<file path="config.mk">
export PLATFORM = sky130hd
export DESIGN_NAME = seq_multiplier
export DESIGN_NICKNAME = d
export VERILOG_FILES = /design/src/rtl/arith_pkg.sv /design/src/rtl/seq_mult_datapath.sv /design/src/rtl/seq_multiplier.sv
export SDC_FILE = /design/constraint.sdc
export NUM_CORES = 1
export LEC_CHECK = 0
export CORE_MARGIN = 5
export CORE_UTILIZATION = 53
export DETAILED_ROUTE_END_ITERATION = 10
export PLACE_DENSITY_LB_ADDON = 0.15
export SLEW_MARGIN = 10
export SYNTH_ARGS = -nofsm -noshare
export SYNTH_HDL_FRONTEND = slang
export SYNTH_SLANG_ARGS = --single-unit
</file>
<file path="constraint.sdc">
create_clock -name clk -period 2.7 [get_ports clk]
set_input_delay 0.405 -clock clk [delete_from_list [all_inputs] [get_ports clk]]
set_output_delay 0.405 -clock clk [all_outputs]
set_load 0.02 [all_outputs]
</file>
<file path="src/rtl/arith_pkg.sv">
// rtl/arith_pkg.sv - shared arithmetic-unit types and default sizes
package arith_pkg;

  typedef enum logic [1:0] {
    IDLE = 2'b00,
    CALC = 2'b01,
    DONE = 2'b10
  } arith_state_t;

  localparam int ARITH_WIDTH = 8;
  localparam int ARITH_CNT_W = 4;

endpackage

</file>
<file path="src/rtl/seq_mult_datapath.sv">
// rtl/seq_mult_datapath.sv - shift-add multiplier registers, WIDTH+1 adder and shifter
module seq_mult_datapath
  import arith_pkg::*;
#(
  parameter int WIDTH = ARITH_WIDTH
) (
  input  logic             clk,
  input  logic             reset,
  input  logic             load,
  input  logic             step,
  input  logic [WIDTH-1:0] multiplicand,
  input  logic [WIDTH-1:0] multiplier,
  output logic [WIDTH-1:0] acc_next,
  output logic [WIDTH-1:0] mplr_next
);

  logic [WIDTH-1:0] acc;
  logic [WIDTH-1:0] mplr;
  logic [WIDTH-1:0] mcand;
  logic [WIDTH:0]   sum;

  // The adder carry lands in the acc MSB; the sum LSB moves into the mplr MSB.
  always_comb begin
    sum                   = {1'b0, acc} + (mplr[0] ? {1'b0, mcand} : '0);
    {acc_next, mplr_next} = {sum, mplr[WIDTH-1:1]};
  end

  always_ff @(posedge clk or negedge reset) begin
    if (!reset) begin
      acc   <= '0;
      mplr  <= '0;
      mcand <= '0;
    end else if (load) begin
      acc   <= '0;
      mplr  <= multiplier;
      mcand <= multiplicand;
    end else if (step) begin
      acc   <= acc_next;
      mplr  <= mplr_next;
    end
  end

endmodule

</file>
<file path="src/rtl/seq_multiplier.sv">
// rtl/seq_multiplier.sv - sequential shift-add unsigned multiplier, start/valid handshake
// Optional early exit on exhausted multiplier bits: SEQ_MULT_EARLY_EXIT_EN
module seq_multiplier
  import arith_pkg::*;
#(
  parameter int WIDTH = ARITH_WIDTH,
  parameter int CNT_W = ARITH_CNT_W
) (
  input  logic               clk,
  input  logic               reset,
  input  logic               start,
  input  logic [WIDTH-1:0]   multiplicand,
  input  logic [WIDTH-1:0]   multiplier,
  output logic [2*WIDTH-1:0] product,
  output logic               valid,
  output logic               busy
);

  localparam logic [CNT_W-1:0] LAST_CNT = CNT_W'(WIDTH - 1);

  arith_state_t       state;
  logic [CNT_W-1:0]   cnt;
  logic               load;
  logic               step;
  logic               finish;
  logic [WIDTH-1:0]   acc_next;
  logic [WIDTH-1:0]   mplr_next;
  logic [2*WIDTH-1:0] result;

  seq_mult_datapath #(
    .WIDTH(WIDTH)
  ) u_datapath (
    .clk         (clk),
    .reset       (reset),
    .load        (load),
    .step        (step),
    .multiplicand(multiplicand),
    .multiplier  (multiplier),
    .acc_next    (acc_next),
    .mplr_next   (mplr_next)
  );

`ifdef SEQ_MULT_EARLY_EXIT_EN
  logic [CNT_W-1:0] done_cnt;
  logic [CNT_W-1:0] remaining;
  logic             rest_zero;

  // Once the unprocessed multiplier bits are zero, the partial product is final
  // but still left-shifted by the iterations that were skipped.
  always_comb begin
    load      = (state == IDLE) && start;
    step      = (state == CALC);
    done_cnt  = cnt + CNT_W'(1);
    remaining = CNT_W'(WIDTH) - done_cnt;
    rest_zero = ((mplr_next << done_cnt) == '0);
    finish    = step && ((cnt == LAST_CNT) || rest_zero);
    result    = {acc_next, mplr_next} >> remaining;
  end
`else
  always_comb begin
    load   = (state == IDLE) && start;
    step   = (state == CALC);
    finish = step && (cnt == LAST_CNT);
    result = {acc_next, mplr_next};
  end
`endif

  always_ff @(posedge clk or negedge reset) begin
    if (!reset) begin
      state   <= IDLE;
      cnt     <= '0;
      product <= '0;
      valid   <= 1'b0;
      busy    <= 1'b0;
    end else begin
      valid <= 1'b0;
      case (state)
        IDLE: begin
          if (start) begin
            cnt   <= '0;
            busy  <= 1'b1;
            state <= CALC;
          end
        end
        CALC: begin
          cnt <= cnt + CNT_W'(1);
          if (finish) begin
            product <= result;
            valid   <= 1'b1;
            state   <= DONE;
          end
        end
        DONE: begin
          busy  <= 1'b0;
          state <= IDLE;
        end
        default: begin
          busy  <= 1'b0;
          state <= IDLE;
        end
      endcase
    end
  end

endmodule

</file>
==> flow_summary.toml, run 1 <==
[worst_setup_path]
r2r_end = "u_datapath.acc[5]"
path_common_cell = "and2_1"
end_kind = "flip-flop"
worst-setup-path-type = "reg -> reg"
critPathRequiredTime_ns = 2.89
r2r_start = "u_datapath.mplr[0]"
max_stage_delay_ns = 0.45
cp_max_fo = 9
r2r_slack_ns = 0.40
cp.buffers_inverters = 0
crit_arrival_ns = 2.49
crit_family = "compound AO/OA/AOI/OAI gates"
cp_slowest_cell = "dfrtp_1"
crit_path_start_kind = "flip-flop"
worstPathCellList = "and2_1 -> ha_1 -> fa_1 -> a211oi_2 -> o21ai_0 -> and2_1 -> o41ai_1"
r2r.worst_path.cells = 7

[global_route]
grt_max_degree = 49
grt_pass1_wl_um = 8040
gr-total-overflow = 0
first_global_vias = 1651
grt_antenna_before_repair = 0
grt_usage = 0.168

[power_and_ir_drop]
p_per_area_nw_per_um2 = 1110
p_leak_nw = 1.35
ir_drop_mv = 0.628

[die]
ios = 37
num_rows = 24
initial_utilization = 0.545
fp.dieH_um = 76.7
core_sq_um = 4320
die_w_um = 76.7
dieArea_sq_um = 5880

[timing]
tightest_slew_ns = 0.581
rsz0062_at_grt = "no"
hold_viol = 0
slew_headroom = 0.613
clock_skew_ns = 0.00846
finalSetupTns_ns = 0
fmax_ghz = 0.435
period_share = 0.852
report.final.setup_viol = 0
setup_slack_ns = 0.399
slew_violations = 0
final.min_clock_period_ns = 2.30

[synthesis]
yosysTopAreaCellShare = 0.510
ys.flop_type = "dfrtp_1"
synth_cell_types = 44
synthTopCellsByArea = "dfrtp_1, nand2_1, ha_1"
syn_avg_cell_area_sq_um = 10.8
synth_seq_cells = 48
yosys_warnings = 0
yosys-top-cells-count = "dfrtp_1, nand2_1, o21ai_0"
synth_edf_count = 0
synthCells = 219
synth_most_common_cell = "dfrtp_1"
synthesis.nets = 248
async_reset_ff_frac = 1.00
ys_seq_area_frac = 0.510
yosysTopAreaCell = "dfrtp_1"
synth_area_sq_um = 2350

[cts]
cts_made_buffers = 5
tritoncts = "built"
cts-root-buf = "clkbuf_8"
ctsResizeCount = 0
clock_sinks = 48
clk_pin_slew_worst_paths_ns = 0.09
cts_hold_repair.buffers = 0
htree_levels = 2
postCtsSetupBuffers = 0
clock_latency_ns = 0.30
cts_buffer_depth = 2

[job]
max-cap-violations = 0

[finish]
multi_input_area_sq_um = 1070
finalInstanceArea_sq_um = 2870
drive_gt1_frac = 0.116
syn2layout_area_growth_pct = 21.9
utilization = 0.664
diodes = 0
regArea_sq_um = 1200
finalNetCount = 286
fillCellCount = 371

[detailed_routing]
viasPerCell = 5.51
drt.antenna.violating_nets = 0
wl_um = 4730
first_pass_iters = 4
drcViolationCount = 0
dr_total_vias = 1709
wl_per_cell_um = 15.2
drt-initial-drc-count = 102

[placement]
place.gp.congestion = 0.891
io_buffers = 36
pre_cts_ws_ns = 0.405
dp_hpwl_um = 3410
placed_cell_area_sq_um = 2750

[run_status]
status = "completed"

[worst_hold_path]
hold_class = "in -> async"
cell type report:
type / instances / area share
sequential: 48 / 0.418
multi-input combinational: 157 / 0.373
timing repair buffer: 41 / 0.137
clock buffer: 7 / 0.0336
tap: 52 / 0.0227
clock inverter: 1 / 0.0105
inverter: 4 / 0.00523
cells by family after synthesis:
kind of cell / synth area share
simple gates: 0.159
buf+inv: 0.0351
mux: 0.0563
compound gates: 0.176
flops: 0.510
xor+xnor: 0.00744
fa+ha+maj: 0.0563
how the worst max path moves through the flow:
stage	to	cells after the start	slack, ns	startpoint
after detailed placement	u_datapath.acc[5]	7	0.41	u_datapath.mplr[0]
after global routing	u_datapath.acc[5]	7	0.26	u_datapath.mplr[0]
final	u_datapath.acc[5]	7	0.40	u_datapath.mplr[0]
after CTS	u_datapath.acc[5]	7	0.40	u_datapath.mplr[0]
after global placement	u_datapath.acc[5]	7	0.49	u_datapath.mplr[0]
after floorplan	u_datapath.acc[5]	7	0.59	u_datapath.mplr[0]
report_power, final:
group	switching (mW)	leakage, nW	total (mW)	internal (mW)
Combinational	0.695	0.675	1.38	0.682
Clock	0.234	0.0645	0.561	0.327
Sequential	0.231	0.611	1.25	1.02
metal layers:
metal	track usage	up-vias	share of wire
li1	-	856	-
met1	0.245	814	0.49
met2	0.253	34	0.46
met3	0.0258	5	0.040
met4	0.0629	0	0.013
met5	0	-	0
layout by cell type (no fill, tap or decap), types with 5 or more instances in the layout:
cell	n
a21o_1	5
a21oi_1	11
a22o_1	6
a22oi_1	8
and2_1	10
buf_4	5
clkbuf_8	7
clkdlybuf4s50_1	35
dfrtp_1	48
ha_1	9
mux2_2	10
nand2_1	37
nor2b_1	6
o21ai_0	15
registers in the layout, indices dropped and copies added, names as in the netlist:
name              flops
busy                  1
state                 2
product              16
u_datapath.mcand      8
valid                 1
cnt                   4
u_datapath.mplr       8
u_datapath.acc        8
through the flow:
step	instances	hold slack (ns)	power, mW
after floorplan	219	0.109	2.18
after global placement	302	0.457	2.61
after detailed placement	302	0.462	2.65
after CTS	310	0.208	3.22
after global routing	310	0.242	3.43
final	310	0.189	3.19
(Power assumes the default switching activity.)
==> run 2, diff against run 1 <==
--- a/config.mk
+++ b/config.mk
@@ -9,6 +9,7 @@
 export CORE_UTILIZATION = 53
 export DETAILED_ROUTE_END_ITERATION = 10
 export PLACE_DENSITY_LB_ADDON = 0.15
+export SETUP_SLACK_MARGIN = 0.05
 export SLEW_MARGIN = 10
 export SYNTH_ARGS = -nofsm -noshare
 export SYNTH_HDL_FRONTEND = slang
==> results of run 2 <==
Final layout, timing and power as in run 1 (identical DEF).
==> run 3, diff against run 2 <==
--- a/config.mk
+++ b/config.mk
@@ -6,7 +6,7 @@
 export NUM_CORES = 1
 export LEC_CHECK = 0
 export CORE_MARGIN = 5
-export CORE_UTILIZATION = 53
+export CORE_UTILIZATION = 35
 export DETAILED_ROUTE_END_ITERATION = 10
 export PLACE_DENSITY_LB_ADDON = 0.15
 export SETUP_SLACK_MARGIN = 0.05
==> run 3 against run 2 <==
Worst setup slack worse by 0.047 ns. Critical path depth did not move. Sequential power about the same. Utilization decreased by 22 points. Cell area is 0.65% higher. Critical endpoint unchanged.
==> flow_summary.toml, run 3 (same netlist as run 1, synthesis figures left out) <==
[run_status]
status = "completed"

[finish]
finalInstanceArea_sq_um = 2890
fillCellCount = 619
final_cell_mix = "dfrtp_1, nand2_1, clkdlybuf4s50_1, o21ai_0, a21oi_1"
largest-register = "product"
finalNetCount = 288
multi_input_area_sq_um = 1070
regArea_sq_um = 1200
instances_no_fill = 335
syn2layout_area_growth_pct = 22.7
largest_register_ffs = 16
utilization = 0.448
drive_gt1_frac = 0.116
layout_commonest_cell = "dfrtp_1"
diodes = 0

[timing]
clock_skew_ns = 0.00639
tightest_slew_ns = 0.507
slew_headroom = 0.662
timing.hold.ws_ns = 0.0181
report.final.setup_viol = 0
period_share = 0.870
rsz0062_at_grt = "no"
final.min_clock_period_ns = 2.35
finalSetupTns_ns = 0
fmax_ghz = 0.426
setup_slack_ns = 0.352
hold_viol = 0
slew_violations = 0

[worst_hold_path]
hold_class = "in -> async"

[global_route]
grt_antenna_before_repair = 0
grt_usage = 0.130
first_global_vias = 1749
gr-total-overflow = 0
grt_pass1_wl_um = 8750
grt_max_degree = 33

[worst_setup_path]
endpoint = "u_datapath.acc[5]"
r2r_end = "u_datapath.acc[5]"
worst-setup-path-type = "reg -> reg"
r2r_slack_ns = 0.35
critPathRequiredTime_ns = 2.89
crit_path_start = "u_datapath.mplr[0]"
end_kind = "flip-flop"
r2r.worst_path.cells = 7
crit_path_start_kind = "flip-flop"
cp_max_fo = 9
crit_arrival_ns = 2.53
r2r_start = "u_datapath.mplr[0]"

[placement]
io_buffers = 36
dpl.cell_count = 329
place.gp.congestion = 0.848
placed_cell_area_sq_um = 2790
pre_cts_ws_ns = 0.396
dp_hpwl_um = 3750

[detailed_routing]
drt-initial-drc-count = 85
dr_total_vias = 1703
drt.antenna.violating_nets = 0
wl_per_cell_um = 15.4
viasPerCell = 5.08
first_pass_iters = 4
drcViolationCount = 0
wl_um = 5160

[cts]
htree_levels = 2
tritoncts = "built"
clock_latency_ns = 0.30
cts_buffer_depth = 2
clk_pin_slew_worst_paths_ns = 0.09
cts_hold_repair.buffers = 0
cts-root-buf = "clkbuf_8"
ctsResizeCount = 0
postCtsSetupBuffers = 0
clock_sinks = 48
cts_made_buffers = 5

[power_and_ir_drop]
p_leak_nw = 1.35
comb_power_share = 0.446
intPower_mw = 1.98
pwr-share-clk = 0.157
p_sw_frac = 0.372
p_per_area_nw_per_um2 = 1090
p_sw_mw = 1.17
power_mw = 3.16
ir_drop_mv = 0.465
power_frac_seq = 0.396

[die]
core_sq_um = 6460
num_rows = 29
ios = 37
die_w_um = 92.0
dieArea_sq_um = 8470
initial_utilization = 0.365
fp.dieH_um = 92.0

[job]
max-cap-violations = 0
[run 3: changes by cell type in the layout (fill, tap and decap cells not counted), sizes merged]
cell	delta
buf	+2
clkbuf	-2
[run 3: final cells by class]
class / count / area share
Tap cell: 77 / 0.0333
Inverter: 4 / 0.00519
Clock buffer: 5 / 0.0238
Sequential cell: 48 / 0.416
Clock inverter: 1 / 0.0104
Multi-Input combinational cell: 157 / 0.371
Timing Repair Buffer: 43 / 0.141
[run 3: worst min-delay path by stage]
stage | to | slack, ns | cells after the start
final | u_datapath.mcand[5] | 0.02 | 1
after global placement | u_datapath.mcand[7] | 0.35 | 1
after floorplan | busy | 0.11 | 0
after CTS | u_datapath.mcand[5] | 0.03 | 1
after global routing | product[15] | 0.05 | 1
after detailed placement | u_datapath.mcand[5] | 0.36 | 1
[run 3: per-layer routing]
metal / track usage / up-vias / routed length (um)
met5: 0 / - / 0
met3: 0.0262 / 5 / 139
met1: 0.183 / 818 / 2640
met4: 0.0446 / 0 / 53
met2: 0.198 / 24 / 2320
li1: - / 856 / -
[run 3: power groups by stage]
| stage | logic (mW) | clock network, mW | registers (mW) |
|---|---|---|---|
| floorplan | 0.856 | 0 | 1.32 |
| global placement | 1.40 | 0 | 1.27 |
| detailed placement | 1.42 | 0 | 1.27 |
| CTS | 1.43 | 0.516 | 1.25 |
| global route | 1.57 | 0.542 | 1.30 |
| finish | 1.41 | 0.497 | 1.25 |
[run 3: worst max-delay path: stages, from the launching register on]
cell and delay (ns):
dfrtp_1 0.47, and2_1 0.18, ha_1 0.21, fa_1 0.43, a211oi_2 0.27, o21ai_0 0.14, and2_1 0.18, o41ai_1 0.35
